<file path="src/rtl/phys_reg_free_list_ctrl.sv">
// Free list of physical register IDs for rename: circular FIFO with an init fill,
// commit-side reclaim and a single branch checkpoint of the allocation pointer.
module phys_reg_free_list_ctrl #(
  parameter int NUM_PHYS = 64,
  parameter int NUM_ARCH = 32,
  parameter int PREG_W   = $clog2(NUM_PHYS)
) (
  input  logic              clk,
  input  logic              rst_n,
  input  logic              alloc_req,
  output logic              alloc_ready,
  output logic [PREG_W-1:0] alloc_preg,
  input  logic              release_valid,
  input  logic [PREG_W-1:0] release_preg,
  input  logic              ckpt_take,
  input  logic              ckpt_restore,
  output logic              init_done,
  output logic [PREG_W:0]   free_count,
  output logic              overflow_err
);
  localparam int DEPTH = NUM_PHYS - NUM_ARCH;
  localparam int IDX_W = $clog2(DEPTH);
  localparam int PTR_W = IDX_W + 1;
  localparam int CNT_W = PREG_W + 1;

  typedef enum logic {INIT, RUN} state_t;

  state_t            state, state_next;
  logic [PREG_W-1:0] mem [DEPTH];
  logic [PTR_W-1:0]  head, tail, ckpt_head;
  logic [PTR_W-1:0]  head_next, tail_next, span;
  logic [CNT_W-1:0]  count, count_next;
  logic [IDX_W-1:0]  init_ctr;
  logic              run, pop, push, drop, restore_ovf;

  always_ff @(posedge clk) begin
    if (!rst_n) state <= INIT;
    else        state <= state_next;
  end

  always_comb begin
    state_next  = state;
    init_done   = 1'b0;
    alloc_ready = 1'b0;
    alloc_preg  = '0;
    case (state)
      INIT: if (init_ctr == IDX_W'(DEPTH - 1)) state_next = RUN;
      RUN: begin
        init_done   = 1'b1;
        alloc_ready = (count != '0) && !ckpt_restore;
        alloc_preg  = mem[head[IDX_W-1:0]];
      end
      default: state_next = INIT;
    endcase
  end

  // A release into a full pool is still legal when a pop frees the slot in the same cycle.
  always_comb begin
    run         = (state == RUN);
    pop         = alloc_req && alloc_ready;
    push        = run && release_valid && ((count < CNT_W'(DEPTH)) || pop);
    drop        = run && release_valid && !push;
    head_next   = ckpt_restore ? ckpt_head : head + PTR_W'(pop);
    tail_next   = tail + PTR_W'(push);
    span        = tail_next - ckpt_head;
    restore_ovf = CNT_W'(span) > CNT_W'(DEPTH);
    if (ckpt_restore)
      count_next = restore_ovf ? CNT_W'(DEPTH) : CNT_W'(span);
    else
      count_next = count + CNT_W'(push) - CNT_W'(pop);
  end

  always_ff @(posedge clk) begin
    if (!rst_n) begin
      init_ctr     <= '0;
      head         <= '0;
      tail         <= '0;
      ckpt_head    <= '0;
      count        <= '0;
      overflow_err <= 1'b0;
    end else if (!run) begin
      init_ctr <= init_ctr + 1'b1;
      tail     <= tail + 1'b1;
      count    <= count + 1'b1;
    end else begin
      head  <= head_next;
      tail  <= tail_next;
      count <= count_next;
      if (ckpt_take && !ckpt_restore) ckpt_head <= head_next;
      if (drop || (ckpt_restore && restore_ovf)) overflow_err <= 1'b1;
    end
  end

  always_ff @(posedge clk) begin
    if (rst_n) begin
      if (!run)      mem[init_ctr]          <= PREG_W'(NUM_ARCH) + PREG_W'(init_ctr);
      else if (push) mem[tail[IDX_W-1:0]]   <= release_preg;
    end
  end

  assign free_count = count;

endmodule

</file>
<file path="config.mk">
export PLATFORM = sky130hd
export DESIGN_NAME = phys_reg_free_list_ctrl
export DESIGN_NICKNAME = d
export VERILOG_FILES = /design/src/rtl/phys_reg_free_list_ctrl.sv
export SDC_FILE = /design/constraint.sdc
export NUM_CORES = 1
export LEC_CHECK = 0
export CAP_MARGIN = 20
export CORE_UTILIZATION = 45
export CTS_BUF_LIST = sky130_fd_sc_hd__clkbuf_8
export CTS_CLUSTER_SIZE = 14
export DETAILED_ROUTE_END_ITERATION = 6
export GPL_ROUTABILITY_DRIVEN = 0
export PLACE_DENSITY = 0.6
export SYNTH_ARGS = -nofsm -noshare
export SYNTH_HDL_FRONTEND = slang
export SYNTH_SLANG_ARGS = --single-unit
</file>
<file path="constraint.sdc">
create_clock -name clk -period 4.4 [get_ports clk]
set_clock_uncertainty 0.05 [all_clocks]
set_input_delay 0.88 -clock clk [delete_from_list [all_inputs] [get_ports clk]]
set_output_delay 0.88 -clock clk [all_outputs]
set_load 0.005 [all_outputs]
</file>
==> out/qor.yml, run 1 <==
max_stage_delay_ns: 0.74
cts_resized: 0
hold_violations: 0
dp_hpwl_mm: 15.1
synth_top_family_by_area: "multiplexers"
ys_ff_latch: 229
dr.pass1.iters: 7
die_x_um: 153
synthMuxAreaShare_pct: 12.5
end_kind: "output pin"
ys_warn_count: 0
clockBufferDepth: 3
die_y_um: 153
wl_met2_mm: 11.2
wire_per_inst_um: 21.8
worst_ep_arrival_time_ns: 3.11
critPathMaxFanout: 12
ys_types: 60
power_w: 0.00439
setup_viol: 0
relSlewSlack_pct: 35.2
met1_length_mm: 9.49
place_area_sq_um: 10900
h-tree-depth: 2
worst-setup-path-type: "reg -> out"
power_density_nw_per_um2: 375
tns_ns: 0
antenna_found_initial: 0
cts_tree: "built"
ios: 28
drc: 0
drtAntennaViolNets: 0
syn_inst: 680
start_util_pct: 46.5
holdPathStages: 2
io_buffers: 27
yosys-top-cells-area: "edfxtp_1 (56%), mux4_2 (10%), dfxtp_1 (7.2%)"
ctsHoldBuffers: 0
cts_setup_buffers: 0
tightest_slew_ns: 0.971
synth-simple-area-share_pct: 7.76
fp.coreArea_sq_um: 22200
postLayoutCoreUtil_pct: 52.7
top_layer: "met4"
synth_fa_ha_area_share_pct: 3.79
grt_start_max_net_pins: 39
vdd_drop_max_v: 0.000186
fin_area_sq_um: 11700
drt_first_iter_violations: 396
holdCritPathClass: "reg -> reg"
fin_crit_sh_pct: 91.9
insertion_delay_ns: 0.52
diodes: 0
r2r_cells: 15
tritoncts.num_buffers: 40
synth-xor-area-share_pct: 2.20
rsz0062_at_grt: "false"
grt_pass1_vias: 6185
synth-compound-area-share_pct: 8.06
syn_area_sq_um: 10300
synth_top_cell_by_area: "edfxtp_1"
yosys_most_used_dff: "edfxtp_1"
fin_crit_ns: 4.04
wl_met3_mm: 1.35
routed_wl_mm: 22.6
synthArstFlopShare_pct: 0
synth_edf_count: 192
outcome: "finished, final reports clean"
p_leak_nw: 3.93
synth_nets: 722
via_count: 6080
viasPerCell: 5.87
required_ns: 3.47
clockRootBuffer: "clkbuf_8"
slowest_stage: "dfxtp_1"
seq_area_frac_synth_pct: 63.2
maxCapViolations: 0
path_cells: "nor2b_1 > a22oi_1 > and3_1 > a211oi_1 > clkdlybuf4s50_1"
gr-total-overflow: 0
grt_pass1_wl_mm: 35.2
track_usage_pct: 19.8
nets: 774
slew_viol_final: 0
rows: 54
fmax_mhz: 247
yosysTopAreaCellShare_pct: 56.0
path_clk_slew_ns: 0.06
die-area_sq_um: 23500
drive_gt1_share_pct: 17.2
syn_avg_cell_area_sq_um: 15.1
area_growth_pct: 13.5
cts_num_sinks: 229
cp-start-kind: "register"
-- layer usage --
metal	vias up	GRT usage (%)
li1	2784	-
met1	3042	25.7
met2	204	33.4
met3	50	3.57
met4	0	6.93
met5	-	0
-- metrics by stage --
stage / std cells / hold slack [ns] / worst slack [ns]
6_report: 1036 / 0.443 / 0.356
5_1_grt: 1036 / 0.470 / 0.145
4_1_cts: 1033 / 0.438 / 0.330
3_5_place_dp: 967 / 0.431 / 0.213
3_3_place_gp: 967 / 0.429 / 0.316
2_1_floorplan: 680 / 0.406 / 0.820
-- report_power, final --
part           internal (W)  switching, W  total [W]
Sequential          0.00236     0.0000223    0.00238
Clock              0.000997      0.000835    0.00183
Combinational     0.0000694      0.000103   0.000173
Total               0.00343      0.000961    0.00439
-- final cells by class --
class	instances	area, sq um
Fill cell	1842	10500
Sequential cell	229	6510
Inverter	24	90.1
Tap cell	280	350
Multi-Input combinational cell	392	3540
Timing Repair Buffer	45	465
Clock buffer	42	578
Clock inverter	24	156
-- Yosys cell counts, types with 7 or more instances --
library cell,number
o22ai_1,20
buf_4,7
xnor2_1,16
clkbuf_1,16
nor2_1,25
and3_1,12
nor2b_1,17
mux4_2,48
dfxtp_1,37
nand2_1,36
ha_1,28
mux2i_1,14
a21boi_0,8
nand3_1,25
edfxtp_1,192
xor2_1,8
inv_1,23
a21oi_1,12
a22oi_1,14
o21ai_0,19
buf_2,7
and2_1,7
-- cells in the final DEF (no fill, tap or decap), drive strengths merged, types with 7 or more instances in the layout --
cell type,instances
buf,18
a21boi,8
clkdlybuf4s50,27
inv,32
clkbuf,42
o22ai,20
mux4,48
and3,12
mux2i,14
nand2,36
nand3,25
nor2,26
nor2b,17
o21ai,19
dfxtp,37
xor2,8
ha,28
a22oi,15
a21oi,12
edfxtp,192
clkinv,14
and2,7
xnor2,17
-- cell families (layout without fill, tap and decap cells) --
| logic type | after synthesis | in the layout |
|---|---|---|
| multiplexers | 68 | 68 |
| AO/OA/AOI/OAI | 116 | 116 |
| XOR/XNOR | 25 | 25 |
| flip-flops | 229 | 229 |
| buffers and inverters | 59 | 135 |
| adder cells (fa/ha/maj) | 30 | 30 |
| AND/OR/NAND/NOR | 153 | 153 |
-- sequential cells by signal, indices dropped and copies added (netlist names), named ones only --
signal and cells:
free_count 7, tail 6, head 6, run 1, ckpt_head 6, overflow_err 1
mem 192, init_ctr 5
-- path summary, 6_finish.rpt --
kind	endpoint	slack (ns)	start
setup / recovery	alloc_preg[1]	0.36	register
hold / removal	ckpt_head[3]	0.44	ckpt_head[3]
setup reg to reg	overflow_err	0.66	free_count[4]
hold reg to reg	ckpt_head[3]	0.44	ckpt_head[3]
-- critical path, delay by kind of cell (launching register included) --
| kind | cells | cell delay (ns) |
|---|---|---|
| flops | 1 | 0.74 |
| compound gates | 2 | 0.55 |
| simple gates | 2 | 0.73 |
| buf+inv | 1 | 0.57 |
(Power assumes the default switching activity.)
==> inputs of run 2 (changes only) <==
--- a/config.mk
+++ b/config.mk
@@ -6,6 +6,7 @@
 export NUM_CORES = 1
 export LEC_CHECK = 0
 export CAP_MARGIN = 20
+export CORE_MARGIN = 3
 export CORE_UTILIZATION = 45
 export CTS_BUF_LIST = sky130_fd_sc_hd__clkbuf_8
 export CTS_CLUSTER_SIZE = 14
==> run 2 against run 1 <==
Sequential cell count stayed put. Global-route usage shrank 1.0 points. Die area increased by 5.3%.
==> out/qor.yml, run 2 (synthesized netlist as in run 1, its figures left out) <==
outcome: "finished, final reports clean"
placed_cells: 972  # +0.52%
p_sw_w: 0.000954  # -0.74%
seqCellArea_sq_um: 6510  # unchanged
power_frac_clock_pct: 40.7  # -1.1 points
drtAntennaViolNets: 0  # unchanged
grt_start_max_net_pins: 39  # unchanged
worstHoldStart: "ckpt_head[1]"
die_y_um: 157  # +2.6%
cp-start-kind: "register"
crit_buf_inv: 2  # +1
rsz0062_at_grt: "false"
grt_pass1_vias: 6217  # +0.52%
drc: 0  # unchanged
final_cell_mix: "edfxtp_1 (192), mux4_2 (48), clkbuf_8 (41)"
nets: 778  # +0.52%
nFillCells: 1852  # +0.54%
fin_crit_sh_pct: 90.3  # -1.6 points
path_clk_slew_ns: 0.05  # about the same
stdcell_count: 1046  # +0.97%
max_stage_delay_ns: 0.56  # -0.18 ns
ctsHoldBuffers: 0  # unchanged
dr.pass1.iters: 5  # -2
tns_ns: 0  # unchanged
r2r_cells: 15  # unchanged
end_kind: "output pin"
cts_num_sinks: 229  # unchanged
area_growth_pct: 13.8
drive_gt1_share_pct: 17.1  # -0.094 points
die-area_sq_um: 24700  # +5.3%
slowest_stage: "mux4_2"
ios: 28  # unchanged
via_count: 6110  # +0.49%
maxCapViolations: 0  # unchanged
pwr-share-comb_pct: 4.0  # about the same
clockBufferDepth: 3  # unchanged
switching_share_pct: 22.1  # +0.25 points
drt_first_iter_violations: 420  # +6.1%
power_density_nw_per_um2: 368  # -2.1%
vdd_drop_max_v: 0.000165  # -12%
die_x_um: 157  # +2.6%
final_common_cell: "edfxtp_1"
wire_per_inst_um: 21.8  # about the same
cts_resized: 0  # unchanged
cp_top_family: "buffers and inverters"
io_buffers: 27  # unchanged
fmax_mhz: 252  # +1.8%
holdPathStages: 2  # unchanged
r2r-start: "free_count[4]"
h-tree-depth: 2  # unchanged
slew_viol_final: 0  # unchanged
p_int_w: 0.00335  # -2.2%
largest_register: "mem"
timing.rr.end: "overflow_err"
hold_end: "ckpt_head[1]"
worst-setup-path-type: "reg -> out"
pwr-share-seq_pct: 55.3  # +1.0 points
rows: 54  # unchanged
fin_area_sq_um: 11700  # +0.26%
fin_crit_ns: 3.97  # -0.0723 ns
track_usage_pct: 18.8  # -1.0 points
tritoncts.num_buffers: 39  # -2.5%
gr-total-overflow: 0  # unchanged
grt_pass1_wl_mm: 35.5  # +0.96%
p_leak_nw: 3.97  # +1.0%
post-place-ws_ns: 0.260  # +0.0471 ns
relSlewSlack_pct: 33.6  # -1.6 points
insertion_delay_ns: 0.54  # +0.02 ns
cts_tree: "built"
place_area_sq_um: 10900  # +0.35%
hold_violations: 0  # unchanged
largest_reg_flops: 192  # unchanged
multi_input_area_sq_um: 3540  # unchanged
clockRootBuffer: "clkbuf_8"
critPathMaxFanout: 38  # +26
fp.coreArea_sq_um: 22200  # unchanged
fin_ws_ns: 0.428  # +0.0723 ns
antenna_found_initial: 0  # unchanged
cts_setup_buffers: 0  # unchanged
routed_wl_mm: 22.8  # +0.95%
reg2reg_slack_ns: 0.76  # +0.10 ns
setup_viol: 0  # unchanged
viasPerCell: 5.84  # -0.47%
worst_ep_arrival_time_ns: 3.04  # -0.07 ns
dp_hpwl_mm: 15.2  # +0.94%
path_cells: "buf_12 > mux4_2 > a22oi_1 > and3_1 > a211oi_1 > clkdlybuf4s50_1"
tightest_slew_ns: 0.996  # +0.0246 ns
start_util_pct: 46.5  # unchanged
diodes: 0  # unchanged
required_ns: 3.47  # about the same
holdCritPathClass: "reg -> reg"
-- run 2: changes by cell type in the layout (fill, tap and decap cells not counted) --
cell        change
clkbuf_8        -1
clkinv_2        -3
inv_8           -1
buf_8           -1
inv_6           +1
clkinvlp_4      +1
buf_16          +1
bufinv_16       -1
buf_4           +5
inv_1           +8
clkinv_1        +1
-- run 2: how the worst max path moves through the flow --
stage                     slack [ns]  cells after the start             to
final                           0.43                      6  alloc_preg[2]
after global routing            0.25                      5  alloc_preg[2]
after CTS                       0.36                      6  alloc_preg[2]
after detailed placement        0.26                     14   overflow_err
after global placement          0.31                     14  free_count[5]
after floorplan                 0.82                     14  free_count[5]
-- run 2: layout make-up --
class | instances | share of cell area [%]
Inverter | 24 | 0.769
Multi-Input combinational cell | 392 | 30.2
Tap cell | 280 | 2.99
Clock buffer | 41 | 4.81
Clock inverter | 30 | 1.28
Timing Repair Buffer | 50 | 4.40
Sequential cell | 229 | 55.6
-- run 2: stage by stage --
| stage | total power (W) | utilization, % | hold WS (ns) |
|---|---|---|---|
| floorplan | 0.00253 | - | 0.406 |
| global placement | 0.00259 | 49.3 | 0.427 |
| detailed placement | 0.00259 | 49.3 | 0.435 |
| CTS | 0.00434 | 52.5 | 0.441 |
| global route | 0.00447 | 52.9 | 0.461 |
| finish | 0.00431 | 52.9 | 0.440 |
-- run 2: worst reg2reg max path, stage by stage (launching register included) --
cell      delay, ns
dfxtp_1        0.37
inv_1          0.13
ha_1           0.19
nand4b_1       0.25
a31o_4         0.35
nand3_1        0.11
inv_1          0.06
ha_1           0.22
ha_1           0.24
xor2_1         0.17
ha_1           0.34
or2_2          0.31
o21ai_0        0.11
xnor2_1        0.12
o41ai_1        0.36
o21ai_0        0.12
-- run 2: power by group through the flow --
stage               Combinational (W)  Sequential (W)  Clock (W)
finish                       0.000172         0.00238    0.00175
global placement             0.000159         0.00243          0
global route                 0.000191         0.00238    0.00190
floorplan                    0.000116         0.00242          0
CTS                          0.000165         0.00238    0.00180
detailed placement           0.000164         0.00243          0
-- run 2: layer usage --
| layer | GRT usage [%] | vias to the layer above | share of wire [%] |
|---|---|---|---|
| met5 | 0 | - | 0 |
| met4 | 5.12 | 0 | 1.8 |
| met3 | 3.57 | 33 | 4.5 |
| met2 | 30.8 | 196 | 49 |
| met1 | 26.0 | 3100 | 45 |
| li1 | - | 2781 | - |
==> inputs of run 3 (changes only) <==
--- a/config.mk
+++ b/config.mk
@@ -6,13 +6,14 @@
 export NUM_CORES = 1
 export LEC_CHECK = 0
 export CAP_MARGIN = 20
-export CORE_MARGIN = 3
+export CELL_PAD_IN_SITES_DETAIL_PLACEMENT = 1
+export CELL_PAD_IN_SITES_GLOBAL_PLACEMENT = 1
 export CORE_UTILIZATION = 45
 export CTS_BUF_LIST = sky130_fd_sc_hd__clkbuf_8
 export CTS_CLUSTER_SIZE = 14
 export DETAILED_ROUTE_END_ITERATION = 6
 export GPL_ROUTABILITY_DRIVEN = 0
-export PLACE_DENSITY = 0.6
+export PLACE_DENSITY = 0.69
 export SYNTH_ARGS = -nofsm -noshare
 export SYNTH_HDL_FRONTEND = slang
 export SYNTH_SLANG_ARGS = --single-unit
==> run 3 against run 2 <==
Combinational power is 2% higher. Die area down 5.0%. Maximum frequency is 2.5% lower. Count of clock-buffer cells in the layout unchanged. Clock power barely moved. Hold slack worse by 0.0079 ns. Design area fell by 0.37%. Setup slack lost 0.10 ns. First-iteration DRC count shrank 13%. Utilization decreased by 0.20 points. Non-clock buffer count down 4. Wire length up 5.4%. Largest power group unchanged.
==> out/qor.yml, run 3 (synthesized netlist as in run 1, its figures left out) <==
p_leak_nw: 3.93  # -0.99%
largest_register: "mem"
p_int_w: 0.00334  # -0.28%
r2r-start: "free_count[1]"
grt_start_max_net_pins: 37  # -5.1%
dp_hpwl_mm: 16.4  # +7.7%
final_cell_mix: "edfxtp_1 (192), mux4_2 (48), clkbuf_8 (41)"
max_stage_delay_ns: 0.77  # +0.21 ns
antenna_found_initial: 0  # unchanged
reg2reg_slack_ns: 0.79  # +0.03 ns
switching_share_pct: 22.1  # -0.041 points
wire_per_inst_um: 23.2  # +6.6%
drc: 0  # unchanged
cts_resized: 0  # unchanged
slew_viol_final: 0  # unchanged
diodes: 0  # unchanged
power_density_nw_per_um2: 368  # about the same
required_ns: 3.47  # about the same
cts_setup_buffers: 0  # unchanged
insertion_delay_ns: 0.53  # about the same
tightest_slew_ns: 1.04  # +0.0394 ns
fp.coreArea_sq_um: 22200  # unchanged
vdd_drop_max_v: 0.000165  # about the same
fin_ws_ns: 0.328  # -0.100 ns
h-tree-depth: 2  # unchanged
dr.pass1.iters: 4  # -1
area_growth_pct: 13.4
worstHoldStart: "ckpt_head[4]"
routed_wl_mm: 24.1  # +5.4%
worst-setup-path-type: "reg -> out"
clockBufferDepth: 3  # unchanged
io_buffers: 27  # unchanged
drt_first_iter_violations: 365  # -13%
ctsHoldBuffers: 0  # unchanged
outcome: "finished, final reports clean"
ios: 28  # unchanged
path_cells: "nor2b_1 > a22oi_1 > and3_1 > a211oi_1 > clkdlybuf4s50_1"
tns_ns: 0  # unchanged
slowest_stage: "dfxtp_1"
largest_reg_flops: 192  # unchanged
grt_pass1_wl_mm: 38.0  # +6.8%
clockRootBuffer: "clkbuf_8"
cts_num_sinks: 229  # unchanged
relSlewSlack_pct: 31.0  # -2.6 points
gr-total-overflow: 0  # unchanged
cp-start-kind: "register"
setup_viol: 0  # unchanged
fin_area_sq_um: 11700  # -0.37%
die_y_um: 153  # -2.5%
track_usage_pct: 21.4  # +2.6 points
path_clk_slew_ns: 0.06  # about the same
pwr-share-seq_pct: 55.5  # +0.2 points
cp_top_family: "flip-flops"
start_util_pct: 46.5  # unchanged
nets: 773  # -0.64%
fin_crit_ns: 4.07  # +0.100 ns
pwr-share-comb_pct: 4.1  # about the same
post-place-ws_ns: 0.239  # -0.0208 ns
grt_pass1_vias: 6536  # +5.1%
fmax_mhz: 246  # -2.5%
drtAntennaViolNets: 0  # unchanged
worst_ep_arrival_time_ns: 3.14  # +0.10 ns
die_x_um: 153  # -2.5%
via_count: 6081  # -0.47%
critPathMaxFanout: 12  # -68%
die-area_sq_um: 23500  # -5.0%
p_sw_w: 0.000949  # -0.52%
maxCapViolations: 0  # unchanged
final_common_cell: "edfxtp_1"
holdCritPathClass: "reg -> reg"
nFillCells: 2170  # +17%
tritoncts.num_buffers: 38  # -2.6%
viasPerCell: 5.88  # +0.58%
fin_crit_sh_pct: 92.5  # +2.3 points
cts_tree: "built"
hold_violations: 0  # unchanged
end_kind: "output pin"
rows: 54  # unchanged
power_frac_clock_pct: 40.4  # -0.3 points
drive_gt1_share_pct: 17.2  # +0.12 points
place_area_sq_um: 10900  # -0.16%
crit_buf_inv: 1  # -1
rsz0062_at_grt: "false"
==> run 3: cell types whose count changed in the layout (fill, tap and decap cells not counted) <==
cell	previous run	this run
inv_1	39	35
buf_4	19	14
inv_6	1	0
buf_12	1	2
clkinv_1	10	4
clkinv_2	2	6
==> run 3: per-layer routing <==
metal  vias up  wire length, um  track usage, %  part of all wire, %
li1       2770                -               -                    -
met1      3113            10200            27.4                   42
met2       160            12300            37.6                   51
met3        38             1140            3.49                  4.8
met4         0              400            5.68                  1.7
met5         -                0               0                    0
==> run 3: worst paths after layout <==
path                   endpoint  cells after the start
setup reg to reg  free_count[5]                     15
setup / recovery  alloc_preg[5]                      5
hold reg to reg    ckpt_head[4]                      2
hold / removal     ckpt_head[4]                      2
==> run 3: power by group through the flow <==
| stage | registers (W) | logic (W) | clock network (W) |
|---|---|---|---|
| after floorplan | 0.00242 | 0.000116 | 0 |
| after global placement | 0.00243 | 0.000161 | 0 |
| after detailed placement | 0.00243 | 0.000169 | 0 |
| after CTS | 0.00238 | 0.000170 | 0.00177 |
| after global routing | 0.00239 | 0.000196 | 0.00185 |
| final | 0.00238 | 0.000176 | 0.00173 |
==> run 3: layout make-up <==
type,count,area [sq um],share of cell area (%)
clock buffers,41,564,4.83
clock inverters,23,124,1.06
inverters,24,90.1,0.772
multi-input cells,392,3540,30.3
flip-flops and latches,229,6510,55.8
well taps,280,350,3.00
repair buffers,46,498,4.26
==> run 3: through the flow <==
stage | util [%] | total power, W | cells | hold WS (ns)
floorplan | - | 0.00253 | 680 | 0.406
global placement | 49.2 | 0.00259 | 968 | 0.426
finish | 52.7 | 0.00429 | 1035 | 0.432
CTS | 52.3 | 0.00433 | 1032 | 0.441
detailed placement | 49.2 | 0.00260 | 968 | 0.435
global route | 52.7 | 0.00444 | 1035 | 0.474
==> run 3: worst min-delay path, cell delays in order, from the launching register on <==
cell	delay, ns
dfxtp_1	0.32
nand2_1	0.05
a21boi_0	0.06
